### config.mk
export PLATFORM = sky130hd
export DESIGN_NAME = redstone_cmd_master_flat
export DESIGN_NICKNAME = d
export VERILOG_FILES = /design/src/rtl/redstone_cmd_master_pkg.sv /design/src/rtl/redstone_cmd_master_if.sv /design/src/rtl/redstone_cmd_master_rise_detect.sv /design/src/rtl/redstone_cmd_master.sv /design/src/flat_wrapper.sv
export SDC_FILE = /design/constraint.sdc
export NUM_CORES = 1
export LEC_CHECK = 0
export CORE_ASPECT_RATIO = 1.4
export CORE_MARGIN = 4
export CORE_UTILIZATION = 30
export CTS_CLUSTER_SIZE = 16
export DETAILED_ROUTE_END_ITERATION = 10
export SETUP_SLACK_MARGIN = 0.05
export SYNTH_ARGS = -nofsm -noshare
export SYNTH_HDL_FRONTEND = slang
export SYNTH_HIERARCHICAL = 1
export SYNTH_SLANG_ARGS = --single-unit
### constraint.sdc
create_clock -name i_clk -period 3.7 [get_ports i_clk]
set_clock_uncertainty 0.15 [all_clocks]
set_input_delay 0.555 -clock i_clk [delete_from_list [all_inputs] [get_ports i_clk]]
set_output_delay 0.555 -clock i_clk [all_outputs]
set_load 0.05 [all_outputs]
### src/rtl/redstone_cmd_master_pkg.sv
// Shared protocol constants, command-op encoding and FSM state encoding for the
// redstone UART command master.
package redstone_cmd_master_pkg;

    localparam logic [7:0] CMD_SEND_OUTPUTS = 8'h01;
    localparam logic [7:0] CMD_CHANGE_INPUT = 8'h02;
    localparam logic [7:0] CMD_RESET        = 8'hA5;

    typedef enum logic [1:0] {
        OP_READ   = 2'd0,
        OP_CHANGE = 2'd1,
        OP_RESET  = 2'd2,
        OP_RSVD   = 2'd3
    } op_e;

    typedef enum logic [2:0] {
        ST_IDLE     = 3'd0,
        ST_SEND_OP  = 3'd1,
        ST_WAIT_TX  = 3'd2,
        ST_SEND_ARG = 3'd3,
        ST_RECV     = 3'd4,
        ST_DONE     = 3'd5,
        ST_ERR      = 3'd6
    } state_e;

    function automatic logic [7:0] op_byte(input op_e op);
        case (op)
            OP_READ:   op_byte = CMD_SEND_OUTPUTS;
            OP_CHANGE: op_byte = CMD_CHANGE_INPUT;
            OP_RESET:  op_byte = CMD_RESET;
            default:   op_byte = 8'h00;
        endcase
    endfunction

endpackage

### src/rtl/redstone_cmd_master_if.sv
// Command port plus byte-level UART transmitter/receiver hookup of the redstone
// command master, bundled as one interface.
interface redstone_cmd_master_if #(
    parameter int NUM_OUTPUTS = 16,
    parameter int IDX_W       = 8
);
    // Command handshake: a command is taken on any clock edge where i_cmd_valid
    // and o_cmd_ready are both high; the requester holds its fields stable until then.
    logic                   i_cmd_valid;
    logic                   o_cmd_ready;
    logic [1:0]             i_cmd_op;
    logic [IDX_W-1:0]       i_input_idx;
    logic                   i_input_val;
    logic [NUM_OUTPUTS-1:0] o_outputs;
    logic                   o_outputs_valid;
    logic                   o_done;
    logic                   o_error;
    logic [7:0]             o_tx_data;
    logic                   o_tx_start;
    logic                   i_tx_ready;
    logic                   i_tx_done;
    logic [7:0]             i_rx_data;
    logic                   i_rx_valid;

    modport master (
        input  i_cmd_valid, i_cmd_op, i_input_idx, i_input_val,
        input  i_tx_ready, i_tx_done, i_rx_data, i_rx_valid,
        output o_cmd_ready, o_outputs, o_outputs_valid, o_done, o_error,
        output o_tx_data, o_tx_start
    );

    modport slave (
        output i_cmd_valid, i_cmd_op, i_input_idx, i_input_val,
        output i_tx_ready, i_tx_done, i_rx_data, i_rx_valid,
        input  o_cmd_ready, o_outputs, o_outputs_valid, o_done, o_error,
        input  o_tx_data, o_tx_start
    );

endinterface

### src/rtl/redstone_cmd_master_rise_detect.sv
// Registered rising-edge detector: a level held high for many cycles yields a
// single one-cycle pulse, one clock after the rise.
module rise_detect (
    input  logic i_clk,
    input  logic i_rst,
    input  logic i_level,
    output logic o_rise
);

    logic level_q;

    always_ff @(posedge i_clk) begin
        if (i_rst) begin
            level_q <= 1'b0;
            o_rise  <= 1'b0;
        end else begin
            level_q <= i_level;
            o_rise  <= i_level & ~level_q;
        end
    end

endmodule

### src/rtl/redstone_cmd_master.sv
// Host-side initiator for the redstone UART command protocol: sends an opcode
// (plus CHANGE_INPUT arguments) and collects the READ_OUTPUTS response bytes.
module redstone_cmd_master
    import redstone_cmd_master_pkg::*;
#(
    parameter int NUM_OUTPUTS    = 16,
    parameter int NUM_O_BYTES    = 2,
    parameter int NUM_I_BYTES    = 2,
    parameter int IDX_W          = 8,
    parameter int TIMEOUT_CYCLES = 1000000
) (
    input  logic                 i_clk,
    input  logic                 i_rst,
    redstone_cmd_master_if.master bus,
    output state_e               dbg_state
);

    localparam int ARG_W  = NUM_I_BYTES * 8;
    localparam int SH_W   = NUM_O_BYTES * 8;
    localparam int ARGC_W = $clog2(NUM_I_BYTES + 1);
    localparam int RXC_W  = $clog2(NUM_O_BYTES + 1);
    localparam int TO_W   = $clog2(TIMEOUT_CYCLES + 1);

    state_e            state;
    op_e               op_q;
    logic [ARG_W-1:0]  arg_word;
    logic [ARGC_W-1:0] arg_cnt;
    logic              arg_phase;
    logic [RXC_W-1:0]  rx_cnt;
    logic [SH_W-1:0]   shift_reg;
    logic [SH_W-1:0]   shift_next;
    logic [TO_W-1:0]   to_cnt;
    logic [7:0]        rx_q;
    logic              tx_rise;
    logic              rx_rise;

    // The edge pulses arrive one clock late, so rx_q delays the data to match.
    rise_detect u_tx_done_rise (
        .i_clk  (i_clk),
        .i_rst  (i_rst),
        .i_level(bus.i_tx_done),
        .o_rise (tx_rise)
    );

    rise_detect u_rx_valid_rise (
        .i_clk  (i_clk),
        .i_rst  (i_rst),
        .i_level(bus.i_rx_valid),
        .o_rise (rx_rise)
    );

    // Response bytes enter at the top, so the first byte ends up in bits [7:0].
    assign shift_next      = (shift_reg >> 8) | (SH_W'(rx_q) << (SH_W - 8));
    assign bus.o_cmd_ready = (state == ST_IDLE);
    assign dbg_state       = state;

    always_ff @(posedge i_clk) begin
        if (i_rst) begin
            state               <= ST_IDLE;
            op_q                <= OP_READ;
            arg_word            <= '0;
            arg_cnt             <= '0;
            arg_phase           <= 1'b0;
            rx_cnt              <= '0;
            shift_reg           <= '0;
            to_cnt              <= '0;
            rx_q                <= 8'h00;
            bus.o_outputs       <= '0;
            bus.o_outputs_valid <= 1'b0;
            bus.o_done          <= 1'b0;
            bus.o_error         <= 1'b0;
            bus.o_tx_start      <= 1'b0;
            bus.o_tx_data       <= 8'h00;
        end else begin
            rx_q                <= bus.i_rx_data;
            bus.o_tx_start      <= 1'b0;
            bus.o_done          <= 1'b0;
            bus.o_outputs_valid <= 1'b0;
            case (state)
                ST_IDLE: begin
                    if (bus.i_cmd_valid) begin
                        op_q     <= op_e'(bus.i_cmd_op);
                        arg_word <= ARG_W'({bus.i_input_idx, 7'b0, bus.i_input_val});
                        if (op_e'(bus.i_cmd_op) == OP_RSVD) begin
                            bus.o_error <= 1'b1;
                        end else begin
                            bus.o_error <= 1'b0;
                            state       <= ST_SEND_OP;
                        end
                    end
                end
                ST_SEND_OP: begin
                    if (bus.i_tx_ready) begin
                        bus.o_tx_data  <= op_byte(op_q);
                        bus.o_tx_start <= 1'b1;
                        arg_phase      <= 1'b0;
                        to_cnt         <= '0;
                        state          <= ST_WAIT_TX;
                    end
                end
                ST_WAIT_TX: begin
                    if (tx_rise) begin
                        if (!arg_phase) begin
                            case (op_q)
                                OP_READ: begin
                                    rx_cnt <= '0;
                                    to_cnt <= '0;
                                    state  <= ST_RECV;
                                end
                                OP_CHANGE: begin
                                    arg_cnt <= ARGC_W'(NUM_I_BYTES);
                                    state   <= ST_SEND_ARG;
                                end
                                default: state <= ST_DONE;
                            endcase
                        end else begin
                            arg_cnt <= arg_cnt - ARGC_W'(1);
                            state   <= (arg_cnt == ARGC_W'(1)) ? ST_DONE : ST_SEND_ARG;
                        end
                    end else if (to_cnt == TO_W'(TIMEOUT_CYCLES - 1)) begin
                        state <= ST_ERR;
                    end else begin
                        to_cnt <= to_cnt + TO_W'(1);
                    end
                end
                ST_SEND_ARG: begin
                    if (bus.i_tx_ready) begin
                        bus.o_tx_data  <= arg_word[ARG_W-1 -: 8];
                        arg_word       <= arg_word << 8;
                        bus.o_tx_start <= 1'b1;
                        arg_phase      <= 1'b1;
                        to_cnt         <= '0;
                        state          <= ST_WAIT_TX;
                    end
                end
                ST_RECV: begin
                    if (rx_rise) begin
                        shift_reg <= shift_next;
                        to_cnt    <= '0;
                        rx_cnt    <= rx_cnt + RXC_W'(1);
                        if (rx_cnt == RXC_W'(NUM_O_BYTES - 1)) begin
                            bus.o_outputs       <= shift_next[NUM_OUTPUTS-1:0];
                            bus.o_outputs_valid <= 1'b1;
                            state               <= ST_DONE;
                        end
                    end else if (to_cnt == TO_W'(TIMEOUT_CYCLES - 1)) begin
                        state <= ST_ERR;
                    end else begin
                        to_cnt <= to_cnt + TO_W'(1);
                    end
                end
                ST_DONE: begin
                    bus.o_done <= 1'b1;
                    state      <= ST_IDLE;
                end
                ST_ERR: begin
                    bus.o_error <= 1'b1;
                    state       <= ST_IDLE;
                end
                default: state <= ST_IDLE;
            endcase
        end
    end

endmodule

### src/flat_wrapper.sv
// flat-port wrapper written by rule: the top's interface ports become plain ports
module redstone_cmd_master_flat import redstone_cmd_master_pkg::*;
#(
    parameter int NUM_OUTPUTS    = 16,
    parameter int NUM_O_BYTES    = 2,
    parameter int NUM_I_BYTES    = 2,
    parameter int IDX_W          = 8,
    parameter int TIMEOUT_CYCLES = 1000000
)
  (i_clk, i_rst, dbg_state, bus_i_cmd_valid, bus_i_cmd_op, bus_i_input_idx, bus_i_input_val, bus_i_tx_ready, bus_i_tx_done, bus_i_rx_data, bus_i_rx_valid, bus_o_cmd_ready, bus_o_outputs, bus_o_outputs_valid, bus_o_done, bus_o_error, bus_o_tx_data, bus_o_tx_start);
  redstone_cmd_master_if #(.NUM_OUTPUTS(NUM_OUTPUTS), .IDX_W(IDX_W)) bus_i ();
  input  logic i_clk;
  input  logic i_rst;
  output state_e dbg_state;
  input wire logic [$bits(bus_i.i_cmd_valid)-1:0] bus_i_cmd_valid;
  input wire logic [$bits(bus_i.i_cmd_op)-1:0] bus_i_cmd_op;
  input wire logic [$bits(bus_i.i_input_idx)-1:0] bus_i_input_idx;
  input wire logic [$bits(bus_i.i_input_val)-1:0] bus_i_input_val;
  input wire logic [$bits(bus_i.i_tx_ready)-1:0] bus_i_tx_ready;
  input wire logic [$bits(bus_i.i_tx_done)-1:0] bus_i_tx_done;
  input wire logic [$bits(bus_i.i_rx_data)-1:0] bus_i_rx_data;
  input wire logic [$bits(bus_i.i_rx_valid)-1:0] bus_i_rx_valid;
  output wire logic [$bits(bus_i.o_cmd_ready)-1:0] bus_o_cmd_ready;
  output wire logic [$bits(bus_i.o_outputs)-1:0] bus_o_outputs;
  output wire logic [$bits(bus_i.o_outputs_valid)-1:0] bus_o_outputs_valid;
  output wire logic [$bits(bus_i.o_done)-1:0] bus_o_done;
  output wire logic [$bits(bus_i.o_error)-1:0] bus_o_error;
  output wire logic [$bits(bus_i.o_tx_data)-1:0] bus_o_tx_data;
  output wire logic [$bits(bus_i.o_tx_start)-1:0] bus_o_tx_start;
  assign bus_i.i_cmd_valid = bus_i_cmd_valid;
  assign bus_i.i_cmd_op = bus_i_cmd_op;
  assign bus_i.i_input_idx = bus_i_input_idx;
  assign bus_i.i_input_val = bus_i_input_val;
  assign bus_i.i_tx_ready = bus_i_tx_ready;
  assign bus_i.i_tx_done = bus_i_tx_done;
  assign bus_i.i_rx_data = bus_i_rx_data;
  assign bus_i.i_rx_valid = bus_i_rx_valid;
  assign bus_o_cmd_ready = bus_i.o_cmd_ready;
  assign bus_o_outputs = bus_i.o_outputs;
  assign bus_o_outputs_valid = bus_i.o_outputs_valid;
  assign bus_o_done = bus_i.o_done;
  assign bus_o_error = bus_i.o_error;
  assign bus_o_tx_data = bus_i.o_tx_data;
  assign bus_o_tx_start = bus_i.o_tx_start;
  redstone_cmd_master #(.NUM_OUTPUTS(NUM_OUTPUTS), .NUM_O_BYTES(NUM_O_BYTES), .NUM_I_BYTES(NUM_I_BYTES), .IDX_W(IDX_W), .TIMEOUT_CYCLES(TIMEOUT_CYCLES)) u_core (.i_clk(i_clk), .i_rst(i_rst), .bus(bus_i), .dbg_state(dbg_state));
endmodule
==> run summary, run 1 <==
Status = complete, no violations
Number of diodes = 0
Area contributors post-synth = dfxtp_1, nand2_1, a21oi_1
Share of layout cells above drive strength 1 = 0.07307
HPWL after detailed placement = 6119 um
Antenna viol nets, final = 0
Synth Register Bits = 87
Finished Layout Cells = 626
Mapped cell area = 3676 um^2
Die area = 14110 um^2
Sequential area share after synthesis = 0.4738
FMAX = 342.0 MHz
Area of the multi-input gates = 1797 um^2
Largest registers = u_core/to_cnt x20, u_core/bus.o_outputs x16, u_core/arg_word x9
Final hold viol count = 0
Ys Warns = 6
Hold buffers post-CTS = 0
Filler cells = 1227
Final hold slack = 0.2523 ns
Initial Utilization = 0.3079
Total GRT Usage = 0.1280
Die H = 139.0 um
Later-pin clock latency in the skew report = 0.34 ns
Gate Count Post-Synth = 427
PD cells = 497.9 nW/um^2
# H-tree levels = 3
Final period utilization = 0.7902
Tot Pwr = 2.321 mW
Startpoint Class = flip-flop
Sw frac = 0.2614
Count of final setup violators = 0
Slew Viols, Final = 0
Largest net degree at the start of global routing = 27
Total Routed Length = 8718 um
CP Class = flip-flop to primary output
CTS Buffer Depth = 2
Initial DRT Pass Iterations = 4
Clock Pin Slew Worst Setup and Hold Paths = 0.06 ns
CP Max Fanout = 20
Setup TNS Final = 0 ns
Die W = 101.6 um
R2r setup slk = 1.00 ns
Most flops, register = u_core/to_cnt
Worst Setup SP = u_core/dbg_state[0]
Headroom to the max-slew limit = 0.5314
Clk sinks = 87
Antenna violations before repair = 0
Share of the synthesized area in the top cell type = 0.4738
RSZ-0062 raised after global routing = no
FF+latch area = 1742 um^2
Core area = 11940 um^2
Vias = 3112
Synth top cells by count = dfxtp_1, nand2_1, nor2_1, a21oi_1, clkbuf_1
Vias per inst = 4.971
EDFF count, synth = 0
First-pass GRT wire length = 14520 um
Top_reg_cell synth = dfxtp_1
Comb pwr share = 0.145
CP arrival = 2.22 ns
Hold Path Class = flip-flop to flip-flop
Req. time, crit path = 2.99 ns
Setup crit end kind = primary output
Switching power total = 0.6068 mW
Cell taking the most area after synthesis = dfxtp_1
Post-synth ARST share = 0
Netlist cell types = 57
Syn avg cell area = 8.609 um^2
Largest register FFs = 20
Share of total power in the clock network = 0.416
CTS Root Buffer Type = clkbuf_16
Std-Cell Rows = 47
R2R Path Start = u_core/dbg_state[2]
TritonCTS clock tree = yes
CTS Buf Count = 9
Congestion Overflow GR = 0
Area Overhead vs Synth = 26.82%
DR WL/cell = 13.93 um
DRT iter0 DRCs = 109
Ports = 57
Worst Min Path Start = u_core/u_tx_done_rise/level_q
VDD IR max = 0.1647 mV
Max_cap viols = 0
Placed inst area = 4342 um^2
Post-CTS sizing = 0
Sequential power share = 0.439
Count leader, synth = dfxtp_1
Leak pwr = 1.590 nW
Port Buffers = 56
# nets final = 503
Design area = 4662 um^2
Syn nets = 455
Tmin final = 2.924 ns
Drt drc = 0
P_int = 1.714 mW
Actual slew at the worst max-slew pin = 0.7019 ns
Vias in the first global route = 2962
Number of post-CTS setup repair buffers = 0
DP Cell Count = 611
GPL Wtd Cong = 0.8005
-- critical path, cell delays in order, from the launching register on --
cell             delay, ns
dfxtp_1               0.52
or3_1                 0.49
inv_1                 0.07
clkdlybuf4s50_1       0.80
-- worst paths after layout --
| kind | to | depth (start not counted) |
|---|---|---|
| min | u_core/u_tx_done_rise/o_rise | 1 |
| max reg2reg | u_core/bus.o_outputs[3] | 5 |
| max | bus_o_cmd_ready | 3 |
| min reg2reg | u_core/u_tx_done_rise/o_rise | 1 |
-- placed cells by master (no fill, tap or decap), types with 3 or more instances in the layout --
cell              n
nor4_1            4
and2_1            3
and3b_1           3
inv_1             9
a31oi_1           4
o211ai_1          5
nand2_1          74
a21oi_1          38
nor4b_1           4
nor2_1           50
clkdlybuf4s50_1  55
a22oi_1           8
clkbuf_16         9
o21ai_0           5
nor3_1            5
nand4_1           8
buf_4             4
mux2i_1           4
ha_1              3
dfxtp_1          87
nor3b_2           4
nand2b_1          3
nor2b_1          14
xor2_1            9
a211oi_1          6
and3_1            5
xnor2_1           5
nand3_1          11
-- kinds of logic after synthesis --
kind of cell | after synthesis | synth area share
flops | 87 | 0.4738
simple gates | 203 | 0.2784
buf+inv | 32 | 0.03744
mux | 7 | 0.02008
compound gates | 81 | 0.1467
xor+xnor | 14 | 0.03336
fa+ha+maj | 3 | 0.01021
-- through the flow --
stage | setup slack [ns] | util
after floorplan | 1.287 | -
after global placement | 1.042 | 0.3637
after detailed placement | 0.9771 | 0.3637
after CTS | 0.7444 | 0.3905
after global routing | 0.6508 | 0.3905
final | 0.7762 | 0.3905
-- power groups by stage --
stage	Combinational [mW]	Sequential, mW	Clock [mW]
CTS	0.339	1.02	0.993
global placement	0.333	1.04	0
floorplan	0.209	1.06	0
global route	0.372	1.02	1.03
detailed placement	0.337	1.04	0
finish	0.337	1.02	0.966
-- per-layer routing --
metal,GRT usage,part of all wire,vias to the layer above
li1,-,-,1578
met1,0.1550,0.44,1463
met2,0.2090,0.49,57
met3,0.04278,0.051,14
met4,0.04622,0.017,0
met5,0,0,-
-- final cells by class --
cell class,instances,area share
flip-flops and latches,87,0.3736
clock buffers,10,0.05126
inverters,9,0.007246
multi-input cells,308,0.3854
well taps,147,0.03945
clock inverters,5,0.01744
repair buffers,60,0.1256
No activity file was read; power rests on OpenSTA's default activity.
==> run 2: changes to the inputs <==
Clock period 3.7 ns to 2.7 ns, I/O delays scaled along.
==> run 2 against run 1 <==
Via count is 0.22% higher; critical path depth down 2; routed wire length shrank 2.1%; sequential cell count stayed put; global-route usage shrank 0.18 points; utilization is 0.51 points higher; non-clock buffer count grew 5; final cell count up 0.96%; clock power is 47% higher; clock-buffer cell count decreased by 1.
==> run summary, run 2 (synthesis results as in run 1) <==
# nets final = 508
DR WL/cell = 13.50 um
Status = complete, no violations
CP delay by family, top = buffers and inverters
Most flops, register = u_core/to_cnt
Critical Path Slowest Stage Cell = clkdlybuf4s50_1
Hold buffers post-CTS = 0
PD cells = 694.3 nW/um^2
Clock Pin Slew Worst Setup and Hold Paths = 0.06 ns
WHS Path Cells = 1
HPWL after detailed placement = 6171 um
Vias in the first global route = 3137
Die area = 14110 um^2
Ports = 57
Total Routed Length = 8535 um
CP arrival = 1.95 ns
Setup TNS Final = 0 ns
Area Overhead vs Synth = 28.49%
Drt drc = 0
Stages on worst setup path = 1
Largest net degree at the start of global routing = 38
Congestion Overflow GR = 0
Final period utilization = 0.9273
Placed inst area = 4377 um^2
Setup crit end kind = primary output
Buf/Inv on CP = 1
CTS Buffer Depth = 2
Total GRT Usage = 0.1262
Share of layout cells above drive strength 1 = 0.08660
PnR worst setup slack = 0.1963 ns
Slowest stage delay, CP = 0.94 ns
Slew Viols, Final = 0
Final Util = 0.3957
Number of post-CTS setup repair buffers = 0
FMAX = 399.4 MHz
Largest register FFs = 20
Most common cell after layout, fill and taps aside = dfxtp_1
GPL Wtd Cong = 0.7809
DRT iter0 DRCs = 123
RSZ-0062 raised after global routing = no
Req. time, crit path = 2.14 ns
Post-CTS sizing = 0
Later-pin clock latency in the skew report = 0.35 ns
Antenna violations before repair = 0
Port Buffers = 56
Antenna viol nets, final = 0
Core area = 11940 um^2
First-pass GRT wire length = 14460 um
Initial DRT Pass Iterations = 4
Crit-path cells = clkdlybuf4s50_1
Tmin final = 2.504 ns
CP Class = flip-flop to primary output
Clk sinks = 87
Count of final setup violators = 0
CTS Buf Count = 9
Max_cap viols = 0
Initial Utilization = 0.3079
Leak pwr = 1.639 nW
CTS Root Buffer Type = clkbuf_16
Number of diodes = 0
Largest registers = u_core/to_cnt x20, u_core/bus.o_outputs x16, u_core/arg_word x9
Std-Cell Rows = 47
Reg2reg path depth = 5
Headroom to the max-slew limit = 0.5941
Dpl ws = 0.2231 ns
Final hold viol count = 0
Startpoint Class = flip-flop
TritonCTS clock tree = yes
Vias = 3119
Die H = 139.0 um
CP Max Fanout = 17
Die W = 101.6 um
Hold Path Class = flip-flop to flip-flop
Design area = 4723 um^2
# H-tree levels = 3
Commonest non-fill, non-tap cells in the layout = dfxtp_1, nand2_1, clkdlybuf4s50_1, nor2_1, a21oi_1
Actual slew at the worst max-slew pin = 0.6080 ns
Vias per inst = 4.935
VDD IR max = 0.2567 mV
run 2: cell count changes in the layout (fill, tap and decap cells not counted), sizes merged:
cell,previous run,this run
dlymetal6s2s,0,1
clkdlybuf4s50,55,53
buf,5,11
clkbuf,10,9
clkinvlp,1,2
bufinv,2,3
run 2: metrics by stage:
step	hold WS (ns)	instances	total power, mW
6_report	0.2571	632	3.279
2_1_floorplan	0.2368	427	1.738
5_1_grt	0.2755	632	3.420
3_5_place_dp	0.2489	616	1.895
4_1_cts	0.2596	632	3.316
3_3_place_gp	0.2460	616	1.889
run 2: metal layers:
metal / global-route usage / wire [um] / up-vias
li1: - / - / 1587
met3: 0.02768 / 419 / 15
met1: 0.1437 / 3604 / 1464
met5: 0 / 0 / -
met2: 0.2134 / 4284 / 53
met4: 0.07073 / 227 / 0
run 2: final timing paths:
| kind | start | endpoint | slack (ns) |
|---|---|---|---|
| worst max register to register | u_core/dbg_state[2] | u_core/bus.o_outputs[11] | 0.34 |
| worst max-delay path | u_core/dbg_state[2] | dbg_state[2] | 0.20 |
| worst min-delay path | u_core/u_rx_valid_rise/level_q | u_core/u_rx_valid_rise/o_rise | 0.26 |
| worst min register to register | u_core/u_rx_valid_rise/level_q | u_core/u_rx_valid_rise/o_rise | 0.26 |
run 2: cell type report:
| cell class | count | area [um^2] |
|---|---|---|
| clock buffers | 9 | 225.2 |
| clock inverters | 7 | 118.9 |
| fillers | 1195 | 7214 |
| inverters | 9 | 33.78 |
| multi-input cells | 308 | 1797 |
| flip-flops and latches | 87 | 1742 |
| well taps | 147 | 183.9 |
| repair buffers | 65 | 623.1 |
run 2: where the power goes:
group | total (mW) | leakage [nW] | switching (mW) | internal (mW)
clock | 1.42 | 0.162 | 0.513 | 0.905
sequential | 1.38 | 0.707 | 0.0495 | 1.33
combinational | 0.478 | 0.771 | 0.288 | 0.190
total | 3.28 | 1.64 | 0.850 | 2.43
